### config.mk
export PLATFORM = sky130hd
export DESIGN_NAME = sys_console_mc
export DESIGN_NICKNAME = d
export VERILOG_FILES = /design/src/rtl/sys_console_mc.sv
export SDC_FILE = /design/constraint.sdc
export NUM_CORES = 1
export LEC_CHECK = 0
export CAP_MARGIN = 40
export CORE_ASPECT_RATIO = 1.5
export CORE_MARGIN = 5
export CORE_UTILIZATION = 55
export DETAILED_ROUTE_END_ITERATION = 8
export PLACE_DENSITY = 0.78
export REMOVE_ABC_BUFFERS = 1
export SYNTH_ARGS = -nofsm -noshare
export SYNTH_HDL_FRONTEND = slang
export SYNTH_SLANG_ARGS = --single-unit
### constraint.sdc
create_clock -name clk -period 6.5 [get_ports clk]
set_input_delay 1.3 -clock clk [delete_from_list [all_inputs] [get_ports clk]]
set_output_delay 1.3 -clock clk [all_outputs]
set_load 0.02 [all_outputs]
### src/rtl/sys_console_mc.sv
// sys_console_mc: multi-channel host console slave.
// The host issues session commands to the FIFO engine by writing CONN.
// The engine delivers message bytes into per-channel FIFOs, which the host reads back.
// The host can also read FIFO levels, overflow and drop flags, and a level interrupt.
module sys_console_mc #(
   parameter int unsigned DATA_W     = 8,
   parameter int unsigned ADDR_W     = 8,
   parameter int unsigned NUM_CH     = 2,
   parameter int unsigned FIFO_DEPTH = 16,
   parameter int unsigned CH_W       = (NUM_CH > 1) ? $clog2(NUM_CH) : 1
) (
   input  logic              clk,
   input  logic              reset,
   input  logic [ADDR_W-1:0] slave_address,
   input  logic              slave_read,
   output logic [DATA_W-1:0] slave_readdata,
   input  logic              slave_write,
   input  logic [DATA_W-1:0] slave_writedata,
   output logic              cmd_valid,
   output logic [DATA_W-1:0] cmd_data,
   output logic [CH_W-1:0]   cmd_chan,
   input  logic              cmd_ready,
   input  logic              msg_valid,
   input  logic [DATA_W-1:0] msg_data,
   input  logic [CH_W-1:0]   msg_chan,
   output logic              irq
);

   // FIFO index width and pointer width; the extra pointer MSB separates full from empty
   localparam int unsigned AW = $clog2(FIFO_DEPTH);
   localparam int unsigned PW = AW + 1;

   localparam logic [ADDR_W-1:0] A_STAT  = ADDR_W'(0);
   localparam logic [ADDR_W-1:0] A_RDATA = ADDR_W'(1);
   localparam logic [ADDR_W-1:0] A_CHSEL = ADDR_W'(2);
   localparam logic [ADDR_W-1:0] A_LEVEL = ADDR_W'(3);
   localparam logic [ADDR_W-1:0] A_IRQEN = ADDR_W'(4);
   localparam logic [ADDR_W-1:0] A_CLR   = ADDR_W'(5);
   localparam logic [ADDR_W-1:0] A_CONN  = ADDR_W'(6);

   // Per-channel FIFO storage and state
   logic [DATA_W-1:0] mem_q    [NUM_CH][FIFO_DEPTH];
   logic [PW-1:0]     wr_ptr_q [NUM_CH];
   logic [PW-1:0]     rd_ptr_q [NUM_CH];
   logic [PW-1:0]     level_c  [NUM_CH];
   logic [NUM_CH-1:0] ovf_q;

   logic [NUM_CH-1:0] empty_c;
   logic [NUM_CH-1:0] full_c;
   logic [NUM_CH-1:0] msg_hit_c;
   logic [NUM_CH-1:0] pop_c;
   logic [NUM_CH-1:0] push_c;
   logic [NUM_CH-1:0] ovf_set_c;
   logic [NUM_CH-1:0] ovf_clr_c;

   // Host-visible registers
   logic [CH_W-1:0]   chsel_q;
   logic [1:0]        irqen_q;
   logic              cmd_drop_q;
   logic [DATA_W-1:0] rdata_q;
   logic [DATA_W-1:0] rdata_c;

   // Command and interrupt registers
   logic              cmd_valid_q;
   logic [DATA_W-1:0] cmd_data_q;
   logic [CH_W-1:0]   cmd_chan_q;
   logic              irq_q;
   logic              irq_d;

   // Bus access decode; a write in the same cycle as a read wins
   logic rd_acc_c;
   logic wr_acc_c;
   logic conn_c;
   logic accept_c;
   logic chsel_ok_c;

   assign rd_acc_c   = slave_read && !slave_write;
   assign wr_acc_c   = slave_write;
   assign conn_c     = wr_acc_c && (slave_address == A_CONN);
   assign accept_c   = cmd_valid_q && cmd_ready;
   assign chsel_ok_c = (slave_writedata < DATA_W'(NUM_CH));

   // Per-channel status, push/pop qualification and overflow events
   always_comb begin
      for (int c = 0; c < int'(NUM_CH); c++) begin
         level_c[c]   = wr_ptr_q[c] - rd_ptr_q[c];
         empty_c[c]   = (wr_ptr_q[c] == rd_ptr_q[c]);
         full_c[c]    = (wr_ptr_q[c] == {~rd_ptr_q[c][PW-1], rd_ptr_q[c][AW-1:0]});
         msg_hit_c[c] = msg_valid && (msg_chan == CH_W'(c));
         pop_c[c]     = rd_acc_c && (slave_address == A_RDATA)
                        && (chsel_q == CH_W'(c)) && !empty_c[c];
         push_c[c]    = msg_hit_c[c] && (!full_c[c] || pop_c[c]);
         ovf_set_c[c] = msg_hit_c[c] && full_c[c] && !pop_c[c];
         ovf_clr_c[c] = wr_acc_c && (slave_address == A_CLR) && slave_writedata[0]
                        && (chsel_q == CH_W'(c));
      end
   end

   // FIFO pointers and sticky overflow flags; a new overflow takes priority over a clear
   always_ff @(posedge clk or posedge reset) begin
      if (reset) begin
         for (int c = 0; c < int'(NUM_CH); c++) begin
            wr_ptr_q[c] <= '0;
            rd_ptr_q[c] <= '0;
         end
         ovf_q <= '0;
      end else begin
         for (int c = 0; c < int'(NUM_CH); c++) begin
            if (push_c[c]) begin
               wr_ptr_q[c] <= wr_ptr_q[c] + PW'(1);
            end
            if (pop_c[c]) begin
               rd_ptr_q[c] <= rd_ptr_q[c] + PW'(1);
            end
            if (ovf_set_c[c]) begin
               ovf_q[c] <= 1'b1;
            end else if (ovf_clr_c[c]) begin
               ovf_q[c] <= 1'b0;
            end
         end
      end
   end

   // FIFO storage; contents are meaningless after reset since the pointers restart
   always_ff @(posedge clk) begin
      for (int c = 0; c < int'(NUM_CH); c++) begin
         if (push_c[c]) begin
            mem_q[c][wr_ptr_q[c][AW-1:0]] <= msg_data;
         end
      end
   end

   // Read-data mux, built from the state seen before this cycle's edge
   always_comb begin
      rdata_c = '0;
      case (slave_address)
         A_STAT:  rdata_c = DATA_W'({irq_q, cmd_drop_q, ovf_q[chsel_q], cmd_valid_q,
                                     full_c[chsel_q], ~empty_c[chsel_q]});
         A_RDATA: begin
            if (!empty_c[chsel_q]) begin
               rdata_c = mem_q[chsel_q][rd_ptr_q[chsel_q][AW-1:0]];
            end
         end
         A_CHSEL: rdata_c = DATA_W'(chsel_q);
         A_LEVEL: rdata_c = DATA_W'(level_c[chsel_q]);
         A_IRQEN: rdata_c = DATA_W'(irqen_q);
         default: rdata_c = '0;
      endcase
   end

   // Host registers: read-data hold, channel select, irq enables, command drop flag
   always_ff @(posedge clk or posedge reset) begin
      if (reset) begin
         rdata_q    <= '0;
         chsel_q    <= '0;
         irqen_q    <= '0;
         cmd_drop_q <= 1'b0;
      end else begin
         if (rd_acc_c) begin
            rdata_q <= rdata_c;
         end
         if (wr_acc_c && (slave_address == A_CHSEL) && chsel_ok_c) begin
            chsel_q <= CH_W'(slave_writedata);
         end
         if (wr_acc_c && (slave_address == A_IRQEN)) begin
            irqen_q <= slave_writedata[1:0];
         end
         if (conn_c && cmd_valid_q && !accept_c) begin
            cmd_drop_q <= 1'b1;
         end else if (wr_acc_c && (slave_address == A_CLR) && slave_writedata[1]) begin
            cmd_drop_q <= 1'b0;
         end
      end
   end

   // Command hand-off; a CONN write in the same cycle as the accept is taken
   always_ff @(posedge clk or posedge reset) begin
      if (reset) begin
         cmd_valid_q <= 1'b0;
         cmd_data_q  <= '0;
         cmd_chan_q  <= '0;
      end else begin
         if (conn_c && (!cmd_valid_q || accept_c)) begin
            cmd_valid_q <= 1'b1;
            cmd_data_q  <= slave_writedata;
            cmd_chan_q  <= chsel_q;
         end else if (accept_c) begin
            cmd_valid_q <= 1'b0;
            cmd_data_q  <= '0;
         end
      end
   end

   // Interrupt condition, evaluated on the current state so irq lags by one cycle
   assign irq_d = (irqen_q[0] && !empty_c[chsel_q]) || (irqen_q[1] && (|ovf_q));

   // Interrupt register
   always_ff @(posedge clk or posedge reset) begin
      if (reset) begin
         irq_q <= 1'b0;
      end else begin
         irq_q <= irq_d;
      end
   end

   assign slave_readdata = rdata_q;
   assign cmd_valid      = cmd_valid_q;
   assign cmd_data       = cmd_data_q;
   assign cmd_chan       = cmd_chan_q;
   assign irq            = irq_q;

endmodule
==> flow_metrics.py, run 1 <==
metrics = {
    "outcome": {
        "status": "complete, no violations",
    },
    "grt": {
        "met2_usage_pct": 45.1,
        "antenna_found_initial": 0,
        "grt_overflow": 0,
        "grt_first_pass_wirelength_um": 50000,
        "grt_pass1_vias": 8087,
        "grt_use_met1_pct": 28.6,
        "top_usage_layer": "met2",
        "met3_usage_pct": 2.96,
        "grt_max_degree": 60,
        "track_usage_pct": 25.8,
    },
    "yosys": {
        "synth_fa_ha_area_share_pct": 2.06,
        "async_flop_share_pct": 15.0,
        "synth.yosys.warnings": 0,
        "synth_area_um2": 12900,
        "postSynthCellCount": 863,
        "synth_edf_count": 256,
        "synth_xor_area_share_pct": 1.77,
        "synth.yosys.seq_area_share_pct": 68.5,
        "synth_area_per_cell_um2": 14.9,
        "synth_mux_area_share_pct": 11.4,
        "yosys_register_bits": 301,
        "synth_top_family_by_area": "multiplexers",
        "synth-simple-area-share_pct": 7.55,
        "ys_types": 56,
        "synth-compound-area-share_pct": 6.53,
        "ys.flop_type": "edfxtp_1",
    },
    "placement": {
        "dpl.hpwl_um": 23400,
        "portBuffers": 49,
        "place_congestion": 0.931,
        "place_inst": 1204,
    },
    "floorplan": {
        "start_util_pct": 55.8,
        "std_cell_rows": 68,
        "die-area_um2": 26600,
        "chipWidth_um": 135,
        "coreArea_um2": 23100,
        "die_y_um": 197,
        "io_pins": 50,
    },
    "route": {
        "ant_nets": 0,
        "drtIter0Drc": 738,
        "drc_errors": 0,
        "wl_um": 33800,
        "wl_per_cell_um": 26.9,
        "first_pass_iters": 5,
        "via_count": 7809,
        "viasPerCell": 6.23,
    },
    "cells_and_area": {
        "final_cell_mix": "256 x edfxtp_1, 98 x mux2i_1, 58 x nand2_1",
        "mostFrequentLayoutCell": "edfxtp_1",
        "finalNonFillerCells": 1253,
        "antenna_cells": 0,
        "area_growth_pct": 13.4,
        "finalNetCount": 970,
        "layout-drive-gt1-share_pct": 10.8,
    },
    "setup_path": {
        "critPathTopFamily": "simple AND/OR/NAND/NOR gates",
        "crit_path_max_fanout": 9,
        "endpoint_kind": "flip-flop",
        "crit_buf_inv": 2,
        "start_kind": "input pin",
        "crit_chain": "clkdlybuf4s50_1, or4b_1, or4_4, nor2_2, o311a_1, nand2_1, nor3_1, clkbuf_2",
        "cp.required_ns": 6.73,
        "worstSetupPathType": "input pin to flip-flop",
        "critPathMaxStageDelay_ns": 0.58,
        "slowest_stage": "or4b_1",
        "cp.arrival_ns": 4.69,
    },
    "clock_network": {
        "post_cts_resized": 0,
        "cts_hold_buf": 0,
        "max-clock-path-buffers": 3,
        "htreeDepth": 1,
        "clk_latency_ns": 0.53,
        "tritoncts": "done",
        "path_clk_slew_ns": 0.07,
        "cts.sinks": 301,
        "cts_root_buffer": "clkbuf_16",
        "cts_setup_buffers": 0,
        "cts_buffers": 26,
    },
    "flow_run": {
        "max_cap_violations": 0,
    },
    "sta": {
        "max_freq_ghz": 0.224,
        "final_max_slew_viol_count": 0,
        "finalCritPeriodShare_pct": 68.7,
        "fin_hold_ws_ns": 0.507,
        "setup_viol": 0,
        "tns_ns": 0,
        "relSlewSlack_pct": 37.8,
        "rsz0062_at_grt": "no",
        "final.min_clock_period_ns": 4.46,
        "finalClockSkew_ns": 0.0229,
        "tightest_slew_ns": 0.934,
        "finalHoldViolations": 0,
    },
    "power_and_ir_drop": {
        "p_per_area_nw_per_um2": 299,
        "p_total_w": 0.00436,
        "vdd_drop_max_mv": 0.185,
        "leakage_nw": 4.94,
    },
    "hold_path": {
        "worstHoldPathType": "flip-flop to flip-flop",
    },
}
==> synthesized netlist by cell type, types with 4 or more instances <==
| library cell | n | area (um2) |
|---|---|---|
| edfxtp_1 | 256 | 7690 |
| a22oi_1 | 15 | 113 |
| xnor2_1 | 21 | 184 |
| mux2i_1 | 99 | 991 |
| nand3_1 | 13 | 65.1 |
| nand4_1 | 12 | 75.1 |
| mux4_2 | 15 | 338 |
| a21oi_1 | 32 | 160 |
| a211oi_1 | 11 | 82.6 |
| nand2_1 | 58 | 218 |
| buf_1 | 11 | 41.3 |
| nor2b_1 | 11 | 68.8 |
| dfrtp_1 | 45 | 1130 |
| nand2b_1 | 9 | 56.3 |
| ha_1 | 18 | 225 |
| nor3b_1 | 5 | 37.5 |
| o22ai_1 | 9 | 56.3 |
| inv_1 | 20 | 75.1 |
| a32o_1 | 4 | 40.0 |
| mux2_2 | 11 | 124 |
| and3_1 | 4 | 25.0 |
| nor3_1 | 20 | 100 |
| xor2_1 | 5 | 43.8 |
| o21ai_0 | 29 | 145 |
| nor4_1 | 5 | 31.3 |
| nor2_1 | 44 | 165 |
| buf_2 | 12 | 60.1 |
| clkbuf_1 | 20 | 75.1 |
| a21o_1 | 5 | 37.5 |
==> routing by layer <==
metal | vias up | wire (um)
met1 | 3874 | 11500
met3 | 117 | 1990
li1 | 3410 | -
met2 | 408 | 17300
met4 | 0 | 2990
met5 | - | 0
==> final timing paths <==
path                       depth (start not counted)  slack [ns]               from           endpoint
hold reg to reg                                    2        0.51  slave_readdata[5]  slave_readdata[5]
setup reg to reg                                   9        2.67        rd_ptr_q[1]      mem_q[1][109]
max in group asynchronous                          3        4.96              reset        rd_ptr_q[5]
min in group asynchronous                          2        1.01              reset        cmd_data[2]
setup / recovery                                   8        2.04   slave_address[2]      mem_q[0][121]
hold / removal                                     2        0.51  slave_readdata[5]  slave_readdata[5]
==> cell families after synthesis <==
logic type,after synthesis
multiplexers,126
buffers and inverters,65
adder cells (fa/ha/maj),20
AND/OR/NAND/NOR,196
XOR/XNOR,26
AO/OA/AOI/OAI,129
flip-flops,301
==> power by group <==
group | switching, W | internal [W] | total, W
combinational | 0.000344 | 0.000206 | 0.000550
sequential | 0.000107 | 0.00222 | 0.00232
clock | 0.000652 | 0.000835 | 0.00149
total | 0.00110 | 0.00326 | 0.00436
==> layout make-up <==
type	instances	area [um2]
multi-input combinational	497	3780
clock buffer	35	736
tap	315	394
sequential	301	8820
clock inverter	12	95.1
inverter	20	75.1
timing repair buffer	73	678
fill	1629	8480
==> worst reg2reg max path, stage by stage (launching register included) <==
cell	delay [ns]
dfrtp_1	0.95
inv_1	0.37
ha_1	0.39
nand4_1	0.17
o21ai_0	0.12
nor2_2	0.31
o311a_2	0.32
nand2_1	0.19
nor3_1	0.46
buf_2	0.27
==> through the flow <==
| stage | util (%) | cell area (um2) | setup slack [ns] |
|---|---|---|---|
| 4_1_cts | 63.2 | 14600 | 1.97 |
| 3_3_place_gp | 59.2 | 13700 | 1.53 |
| 5_1_grt | 63.2 | 14600 | 1.94 |
| 2_1_floorplan | - | 12700 | 2.27 |
| 3_5_place_dp | 59.6 | 13700 | 1.46 |
| 6_report | 63.2 | 14600 | 2.04 |
==> sequential cells by signal (all words and copies together) (netlist names), 2 cells and up <==
name	cells
cmd_data	8
mem_q	256
slave_readdata	8
rd_ptr_q	10
irqen_q	2
ovf_q	2
wr_ptr_q	10
Power figures use the tool's default switching activity.
==> run 2: changes to the inputs <==
--- a/config.mk
+++ b/config.mk
@@ -10,7 +10,7 @@
 export CORE_MARGIN = 5
 export CORE_UTILIZATION = 55
 export DETAILED_ROUTE_END_ITERATION = 8
-export PLACE_DENSITY = 0.78
+export PLACE_DENSITY = 0.81
 export REMOVE_ABC_BUFFERS = 1
 export SYNTH_ARGS = -nofsm -noshare
 export SYNTH_HDL_FRONTEND = slang
==> constraint.sdc (replaced) <==
create_clock -name clk -period 4 [get_ports clk]
set_input_delay 0.8 -clock clk [delete_from_list [all_inputs] [get_ports clk]]
set_output_delay 0.8 -clock clk [all_outputs]
set_load 0.02 [all_outputs]
==> run 2 against run 1 <==
Compared with the run above: routed wire length fell by 1.3%; total power rose by 68%; via count rose by 0.55%; clock-buffer cell count fell by 8; utilization rose by 1.3 points; sequential power rose by 63%; sequential share of layout area fell by 1.3 points; clock power rose by 77%; register-to-register slack got worse by 1.7 ns; die area did not move; final area rose by 2.1%; critical path depth did not move.
==> flow_metrics.py, run 2 (same netlist as run 1, synthesis figures left out) <==
metrics = {
    "outcome": {
        "status": "complete, no violations",
    },
    "setup_path": {
        "cp.arrival_ns": 3.45,
        "cp.required_ns": 4.23,
        "worstSetupPathType": "input pin to flip-flop",
        "rr_worst_depth": 9,
        "reg2reg_to": "mem_q[1][30]",
        "start_kind": "input pin",
        "crit_path_max_fanout": 8,
        "endpoint_kind": "flip-flop",
        "regToRegStartpoint": "rd_ptr_q[1]",
        "regToRegSetupSlack_ns": 0.97,
    },
    "cells_and_area": {
        "fin_util_pct": 64.6,
        "largest_register_ff_count": 256,
        "final_cell_mix": "256 x edfxtp_1, 98 x mux2i_1, 58 x nand2_1",
        "num-fill-cells": 1579,
        "area_growth_pct": 15.8,
        "mostFrequentLayoutCell": "edfxtp_1",
        "finalNetCount": 1002,
        "finalNonFillerCells": 1285,
        "layout-drive-gt1-share_pct": 13.9,
        "antenna_cells": 0,
    },
    "clock_network": {
        "max-clock-path-buffers": 3,
        "post_cts_resized": 0,
        "cts_buffers": 27,
        "cts_setup_buffers": 0,
        "htreeDepth": 1,
        "path_clk_slew_ns": 0.07,
        "clk_latency_ns": 0.52,
        "cts_root_buffer": "clkbuf_16",
        "cts_hold_buf": 0,
        "tritoncts": "done",
        "cts.sinks": 301,
    },
    "sta": {
        "tightest_slew_ns": 0.823,
        "tns_ns": 0,
        "relSlewSlack_pct": 44.1,
        "rsz0062_at_grt": "no",
        "fin_hold_ws_ns": 0.509,
        "max_freq_ghz": 0.311,
        "final_max_slew_viol_count": 0,
        "finalCritPeriodShare_pct": 80.4,
        "finalClockSkew_ns": 0.0107,
        "finalHoldViolations": 0,
        "setup_viol": 0,
        "final.min_clock_period_ns": 3.22,
    },
    "placement": {
        "dpl.hpwl_um": 23600,
        "portBuffers": 49,
        "place_inst": 1237,
        "place_congestion": 1.00,
    },
    "grt": {
        "grt_overflow": 0,
        "antenna_found_initial": 0,
        "track_usage_pct": 25.3,
        "grt_pass1_vias": 7836,
        "grt_first_pass_wirelength_um": 49500,
        "grt_max_degree": 51,
    },
    "hold_path": {
        "hold_end": "slave_readdata[5]",
        "worstHoldPathType": "flip-flop to flip-flop",
        "holdPathStages": 2,
        "min_from": "slave_readdata[5]",
    },
    "route": {
        "drc_errors": 0,
        "wl_per_cell_um": 25.9,
        "viasPerCell": 6.11,
        "via_count": 7852,
        "drtIter0Drc": 772,
        "ant_nets": 0,
        "wl_um": 33300,
        "first_pass_iters": 6,
    },
    "floorplan": {
        "die-area_um2": 26600,
        "std_cell_rows": 68,
        "coreArea_um2": 23100,
        "chipWidth_um": 135,
        "die_y_um": 197,
        "start_util_pct": 55.8,
        "io_pins": 50,
    },
    "power_and_ir_drop": {
        "leakage_nw": 5.14,
        "p_per_area_nw_per_um2": 492,
        "vdd_drop_max_mv": 0.299,
    },
    "flow_run": {
        "max_cap_violations": 0,
    },
}
## run 2: stage by stage
step	area, um2	worst slack [ns]	total power, W
after floorplan	12700	-0.228	0.00432
after global placement	14000	0.305	0.00471
after detailed placement	14000	0.260	0.00474
after CTS	14900	0.802	0.00732
after global routing	14900	0.635	0.00757
final	14900	0.782	0.00732
## run 2: per-layer routing
layer | part of all wire, % | vias to the layer above | track usage (%)
met5 | 0 | - | 0
met4 | 6.6 | 0 | 13.5
met3 | 6.9 | 106 | 3.39
met2 | 52 | 394 | 44.9
met1 | 35 | 3864 | 29.7
li1 | - | 3488 | -
## run 2: worst max path at each step
stage,from,endpoint,cells past startpoint
after floorplan,chsel_q,slave_readdata[0],5
after global placement,slave_address[2],mem_q[0][116],8
after detailed placement,slave_address[2],mem_q[0][104],8
after CTS,slave_address[2],mem_q[0][107],8
after global routing,slave_address[2],mem_q[0][113],8
final,slave_address[2],mem_q[0][106],8
## run 2: cell type report
| class | instances | area [um2] | share of cell area [%] |
|---|---|---|---|
| clock buffers | 27 | 676 | 4.54 |
| clock inverters | 21 | 234 | 1.57 |
| inverters | 20 | 75.1 | 0.504 |
| multi-input cells | 497 | 3780 | 25.4 |
| flip-flops and latches | 301 | 8820 | 59.2 |
| well taps | 315 | 394 | 2.65 |
| repair buffers | 104 | 908 | 6.10 |
## run 2: where the power goes
| group | internal [W] | switching, W | leakage [nW] |
|---|---|---|---|
| clock | 0.00155 | 0.00108 | 0.439 |
| sequential | 0.00360 | 0.000164 | 2.89 |
| combinational | 0.000356 | 0.000566 | 1.81 |
## run 2: worst max-delay path, cell delays in order
cell	delay, ns
clkdlybuf4s50_1	0.50
or4b_1	0.58
or4_4	0.48
nor2_2	0.15
o311a_1	0.34
nand2_1	0.22
nor3_1	0.18
buf_4	0.20
==> run 3: changes to the inputs <==
==> constraint.sdc (replaced) <==
create_clock -name clk -period 2.6 [get_ports clk]
set_input_delay 0.52 -clock clk [delete_from_list [all_inputs] [get_ports clk]]
set_output_delay 0.52 -clock clk [all_outputs]
set_load 0.02 [all_outputs]
==> run 3 against run 2 <==
Compared with the run above: sequential share of layout area shrank 2.9 points; clock-buffer cell count rose by 3; first-iteration DRC count up 12%; utilization grew 3.4 points; non-clock buffer count grew 67; critical endpoint is now mem_q[0][110].
==> flow_metrics.py, run 3 (same netlist as run 1, synthesis figures left out) <==
metrics = {
    "outcome": {
        "status": "complete, no violations",
    },
    "route": {
        "first_pass_iters": 5,
        "ant_nets": 0,
        "wl_per_cell_um": 26.1,
        "wl_um": 35200,
        "via_count": 8108,
        "viasPerCell": 6.00,
        "drc_errors": 0,
        "drtIter0Drc": 868,
    },
    "clock_network": {
        "path_clk_slew_ns": 0.07,
        "cts_hold_buf": 0,
        "cts_buffers": 26,
        "max-clock-path-buffers": 3,
        "cts_root_buffer": "clkbuf_16",
        "tritoncts": "done",
        "cts.sinks": 301,
        "htreeDepth": 1,
        "clk_latency_ns": 0.53,
    },
    "setup_path": {
        "regToRegStartpoint": "chsel_q",
        "worstSetupPathType": "input pin to flip-flop",
        "endpoint_kind": "flip-flop",
        "crit_path_max_fanout": 8,
        "rr_worst_depth": 8,
        "cp.required_ns": 2.84,
        "reg2reg_to": "slave_readdata[7]",
        "regToRegSetupSlack_ns": 0.12,
        "start_kind": "input pin",
        "cp.arrival_ns": 2.81,
    },
    "cells_and_area": {
        "mostFrequentLayoutCell": "edfxtp_1",
        "antenna_cells": 0,
        "largest_register_ff_count": 256,
        "finalNetCount": 1068,
        "layout-drive-gt1-share_pct": 21.9,
        "area_growth_pct": 21.8,
        "fin_util_pct": 67.9,
        "final_cell_mix": "256 x edfxtp_1, 110 x buf_4, 98 x mux2i_1",
        "stdcell_area_um2": 15700,
    },
    "sta": {
        "max_freq_ghz": 0.390,
        "final.min_clock_period_ns": 2.57,
        "final_max_slew_viol_count": 0,
        "tightest_slew_ns": 0.823,
        "tns_ns": 0,
        "setup_viol": 0,
        "rsz0062_at_grt": "no",
        "finalClockSkew_ns": 0.0139,
        "relSlewSlack_pct": 44.4,
        "finalHoldViolations": 0,
        "finalCritPeriodShare_pct": 98.7,
        "fin_hold_ws_ns": 0.365,
    },
    "placement": {
        "dpl.hpwl_um": 25700,
        "portBuffers": 49,
        "place_congestion": 1.05,
        "dpl_cell_area_um2": 14500,
    },
    "grt": {
        "track_usage_pct": 27.1,
        "grt_first_pass_wirelength_um": 52600,
        "antenna_found_initial": 0,
        "grt_overflow": 0,
        "grt_max_degree": 39,
        "grt_pass1_vias": 8356,
    },
    "floorplan": {
        "std_cell_rows": 68,
        "chipWidth_um": 135,
        "coreArea_um2": 23100,
        "die_y_um": 197,
        "start_util_pct": 55.8,
        "io_pins": 50,
        "die-area_um2": 26600,
    },
    "hold_path": {
        "worstHoldPathType": "input pin to async pin",
    },
    "power_and_ir_drop": {
        "leakage_nw": 5.59,
        "p_total_w": 0.0117,
        "vdd_drop_max_mv": 0.471,
        "p_per_area_nw_per_um2": 748,
    },
    "flow_run": {
        "max_cap_violations": 0,
    },
}
run 3: cell count changes in the layout (fill, tap and decap cells not counted), moves of 6 or more:
| cell | before | now |
|---|---|---|
| buf_4 | 53 | 110 |
| nor3_2 | 0 | 8 |
| nor3_1 | 20 | 12 |
| buf_12 | 1 | 7 |
| clkdlybuf4s50_1 | 48 | 42 |
| nand2_2 | 0 | 7 |
| nand2_1 | 58 | 50 |
run 3: metrics by stage:
| step | std cells | setup WS, ns |
|---|---|---|
| after floorplan | 818 | -1.63 |
| after CTS | 1349 | 0.0424 |
| after global routing | 1352 | 0.00582 |
| after global placement | 1297 | -0.698 |
| final | 1352 | 0.0334 |
| after detailed placement | 1297 | -0.771 |
run 3: worst max path at each step:
stage | start | cells after the start | end | slack, ns
2_1_floorplan | chsel_q | 5 | slave_readdata[0] | -1.63
3_3_place_gp | slave_address[3] | 8 | mem_q[0][106] | -0.70
3_5_place_dp | slave_address[3] | 8 | mem_q[0][100] | -0.77
4_1_cts | slave_address[3] | 8 | mem_q[0][103] | 0.04
5_1_grt | slave_address[6] | 8 | mem_q[0][98] | 0.006
6_report | slave_address[6] | 8 | mem_q[0][110] | 0.03
run 3: what timing repair did:
action,in CTS,in global routing
gates resized for setup,33,11
pin swaps,9,5
buffers inserted,4,3
cloned,0,0
endpoints found under the setup margin,256,203
run 3: worst max-delay path, cell delays in order:
cell and delay, ns:
clkdlybuf4s50_1 0.41, or4_4 0.42, or4_4 0.55, nor2_4 0.15, o311a_4 0.25, nand2_2 0.14
nor3_2 0.16, buf_4 0.20
run 3: area by class of cell:
class	instances	area [um2]
multi-input combinational	497	3920
inverter	20	75.1
fill	1521	7400
timing repair buffer	171	1520
sequential	301	8820
clock buffer	30	687
clock inverter	18	256
tap	315	394
run 3: power breakdown:
group	leakage [nW]	internal, W	switching (W)
clock network	0.456	0.00251	0.00168
logic	2.24	0.000703	0.00116
registers	2.89	0.00554	0.000124
run 3: per-layer routing:
layer	vias to the layer above	GRT usage (%)	part of all wire [%]
met2	416	48.8	53
met5	-	0	0
met4	0	15.8	7.5
met1	3966	30.9	33
li1	3616	-	-
met3	110	3.01	6.5
